[src/rtl/register_file.sv]
// register_file: 2**ADDR_W x DATA_W register file, two bypassable read ports, one write port, debug port
module register_file #(
    parameter int DATA_W = 32,
    parameter int ADDR_W = 5,
    parameter bit BYPASS = 1'b1
) (
    input  logic              clk,
    input  logic              rst_n,
    input  logic [ADDR_W-1:0] Read_reg1,
    input  logic [ADDR_W-1:0] Read_reg2,
    output logic [DATA_W-1:0] Src1,
    output logic [DATA_W-1:0] Src2,
    input  logic              Reg_write,
    input  logic [ADDR_W-1:0] Write_reg,
    input  logic [DATA_W-1:0] Write_data,
    input  logic [ADDR_W-1:0] Dbg_reg,
    output logic [DATA_W-1:0] Dbg_data
);
    localparam int N = 2 ** ADDR_W;
    logic [DATA_W-1:0] regs [N];
    logic              wr_ok;
    assign wr_ok = Reg_write && (Write_reg != '0);
    // Async clear; entry 0 is never written so it stays zero
    always_ff @(posedge clk or negedge rst_n) begin
        if (!rst_n) begin
            for (int i = 0; i < N; i++) regs[i] <= '0;
        end else if (wr_ok) begin
            regs[Write_reg] <= Write_data;
        end
    end
    // Read ports: index 0 forced to zero, forwarding gated off while in reset
    always_comb begin
        Src1     = (Read_reg1 == '0) ? '0 :
                   (BYPASS && rst_n && wr_ok && Write_reg == Read_reg1) ? Write_data : regs[Read_reg1];
        Src2     = (Read_reg2 == '0) ? '0 :
                   (BYPASS && rst_n && wr_ok && Write_reg == Read_reg2) ? Write_data : regs[Read_reg2];
        Dbg_data = (Dbg_reg == '0) ? '0 : regs[Dbg_reg];
    end
endmodule

[config.mk]
export PLATFORM = sky130hd
export DESIGN_NAME = register_file
export DESIGN_NICKNAME = d
export VERILOG_FILES = /design/src/rtl/register_file.sv
export SDC_FILE = /design/constraint.sdc
export NUM_CORES = 2
export LEC_CHECK = 0
export ABC_AREA = 0
export BUFFER_PORTS_ARGS = -buffer_cell sky130_fd_sc_hd__buf_4
export CAP_MARGIN = 40
export CORE_MARGIN = 8
export CORE_UTILIZATION = 40
export CTS_CLUSTER_DIAMETER = 40
export DETAILED_ROUTE_END_ITERATION = 10
export PLACE_DENSITY_LB_ADDON = 0.25
export SLEW_MARGIN = 25
export SYNTH_ARGS = -nofsm -noshare
export SYNTH_HDL_FRONTEND = slang
export SYNTH_SLANG_ARGS = --single-unit
[constraint.sdc]
create_clock -name clk -period 2.1 [get_ports clk]
set_input_delay 0.105 -clock clk [delete_from_list [all_inputs] [get_ports clk]]
set_output_delay 0.105 -clock clk [all_outputs]
set_load 0.02 [all_outputs]
==> flow_summary.ini <==
[outcome]
status = finished, violations left
violations = setup timing

[clock_network]
root_buffer = clkbuf_16
clock-sinks = 1024
cts_inserted_buffers = 171
cts_tree = built
cts.reportedPaths.clkPinSlew_ps = 60
htreeDepth = 4
clockBufferDepth = 3
clk_latency_ps = 810

[yosys]
synth_ff_type = dfrtp_1
async_flop_share_pct = 100
yosys.area.top_type = dfrtp_1
syn_area_um2 = 63200
synth_cells = 4436
synth.distinct_cells = 53
yosysSeqAreaShare_pct = 40.5
synth-edff-count = 0
yosys.area.top_type_share_pct = 40.5
synth_area_leaders = dfrtp_1, mux4_2, mux2_2
synth_warnings = 0
synth.avg_cell_area_um2 = 14.3
synthesis.nets = 4491
synth-seq-cells = 1024

[routing]
drt_first_pass_iters = 8
wl_met2_mm = 117
ant_nets = 0
wl_per_cell_um = 36.3
wl_met3_mm = 24.6
vias = 47600
wl_mm = 258
route.detailed.drc = 0
drt-initial-drc-count = 5605
wl_met1_mm = 99.9
routed.top_layer = met5
vias_per_cell = 6.67

[grt]
grtUsageTotal_pct = 29.9
antenna_found_initial = 5
grt_pass1_wl_mm = 368
grt_max_degree = 152
grt-ovfl-total = 0
grt_pass1_vias = 48200

[final_layout]
largest_reg_flops = 1024
largest_register = regs
reg_top3 = regs: 1024 flops
layout.cells.non_filler = 7129
syn2layout_area_growth_pct = 27.6
final_core_util_pct = 51.2
num-nets-final = 4965
drive_gt1_share_pct = 62.5

[job]
maxCapViolCount = 0

[place]
routabilityCongestion = 0.892
numPortBuffers = 150
hpwl_mm = 167
placed_cells = 6731

[power]
powerDensity_nw_per_um2 = 944
irDropWorstVdd_mv = 0.901
p_leak_nw = 34.5

[sta]
finalCriticalPeriod_ps = 2780
tns_ps = -47440
relSlewSlack_pct = 38.3
hold_ws_ps = 82.2
finalCritPeriodShare_pct = 133
hold_viol_final = 0
fin_ws_ps = -683
rsz0062_at_grt = true
fmax_ghz = 0.359
finalSetupViolCount = 96
tightest_slew_ps = 925
maxSlewViolCount = 0
fin_skew_ps = 0

[worst_setup_path]
start_kind = flip-flop
slowest_stage = mux4_2
critPathMaxStageDelay_ps = 470
worst_path_most_repeated_cell = mux4_2
crit_start = regs[784]
path_cells = buf_6 > mux4_2 > mux4_2 > inv_2 > o21ai_4 > buf_8
crit_arrival_ps = 2680
path_buf_inv = 3
crit_fanout = 3
rr_startpoint = regs[536]
critPathTopFamily = multiplexers
crit_type = flip-flop to primary output
worstPathRequired_ps = 2000
end_kind = primary output

[floorplanning]
io_pins = 151
die_h_um = 414
die_area_um2 = 171000
initial_core_util_pct = 40.1
die_w_um = 414
rows = 146
core-area_um2 = 158000

[hold_path]
worstHoldStart = Write_reg[2]
hold_class = primary input to flip-flop
[logic make-up (layout without fill, tap and decap cells)]
group	count (synthesis)	after routing	share of synthesized area (%)
other	0	3	0
AOI/OAI and AO/OA	526	526	5.79
muxes	2011	2011	47.1
DFF	1024	1024	40.5
buffers and inverters	566	1184	4.34
xor gates and xnor gates	10	10	0.139
and+or+nand+nor	299	299	2.14
[worst register-to-register path: stages, from the launching register on]
cell and delay [ps]:
dfrtp_1 380, buf_4 150, buf_4 130, mux2_2 250
[per-layer routing]
| layer | vias up | global-route usage (%) |
|---|---|---|
| li1 | 18600 | - |
| met1 | 25500 | 39.1 |
| met2 | 2722 | 45.9 |
| met3 | 771 | 7.43 |
| met4 | 4 | 16.2 |
| met5 | - | 0 |
[cell usage in the layout, fill, tap and decap left out, types with 47 or more instances in the layout]
cell       instances
a21oi_1           47
a221oi_1          57
buf_12           207
buf_4            474
buf_6            103
clkbuf_16        173
dfrtp_1         1020
mux2_2          1037
mux2i_1          301
mux4_2           666
nor2_1           100
o22ai_1           55
[cell usage after synthesis (32+ instances only)]
cell      instances
mux2_2         1041
dfrtp_1        1024
mux4_2          666
mux2i_1         304
clkbuf_1        271
nor2_1          145
buf_2           109
o22ai_1         105
a221oi_1         84
o21ai_0          64
nand2_1          63
buf_4            60
buf_1            59
a21oi_1          52
a22oi_1          45
inv_1            35
o211ai_1         34
o21ai_1          32
[stage by stage]
step / total power, mW / worst slack [ps] / instance area (um2)
floorplan: 38.1 / 94.6 / 63200
global placement: 44.2 / -772 / 71900
detailed placement: 44.7 / -497 / 71900
CTS: 75.8 / -720 / 80100
global route: 78.8 / -723 / 80700
finish: 76.2 / -683 / 80700
[final cells by class]
class                           count  area, um2
Clock buffer                      204       4660
Multi-Input combinational cell   2846      36800
Antenna cell                        3       7.51
Clock inverter                    113       1420
Fill cell                       13200      77000
Inverter                           35        131
Sequential cell                  1024      25600
Tap cell                         2072       2590
Timing Repair Buffer              832       9420
[worst paths after layout]
path / endpoint / depth (start not counted) / slack (ps)
max in group asynchronous: regs[342] / 4 / 560
hold / removal: regs[672] / 5 / 80
hold reg to reg: regs[995] / 0 / 420
setup reg to reg: regs[536] / 3 / 1080
min in group asynchronous: regs[30] / 3 / 270
setup / recovery: Dbg_data[16] / 6 / -680
[report_power, final]
group	switching [mW]	leakage (nW)	internal [mW]	total (mW)
clock	11.1	2.96	18.7	29.8
sequential	3.67	13.1	23.5	27.2
combinational	8.09	18.4	11.1	19.1
[timing repair]
item | CTS | global route
resized for setup | 407 | 100
setup endpoints to repair | 96 | 96
hold buffers | 37 | 0
endpoints found under the hold margin | 1759 | 0
cloned | 0 | 0
buffers inserted | 56 | 17
pin swaps | 166 | 85
(Power assumes the default switching activity.)
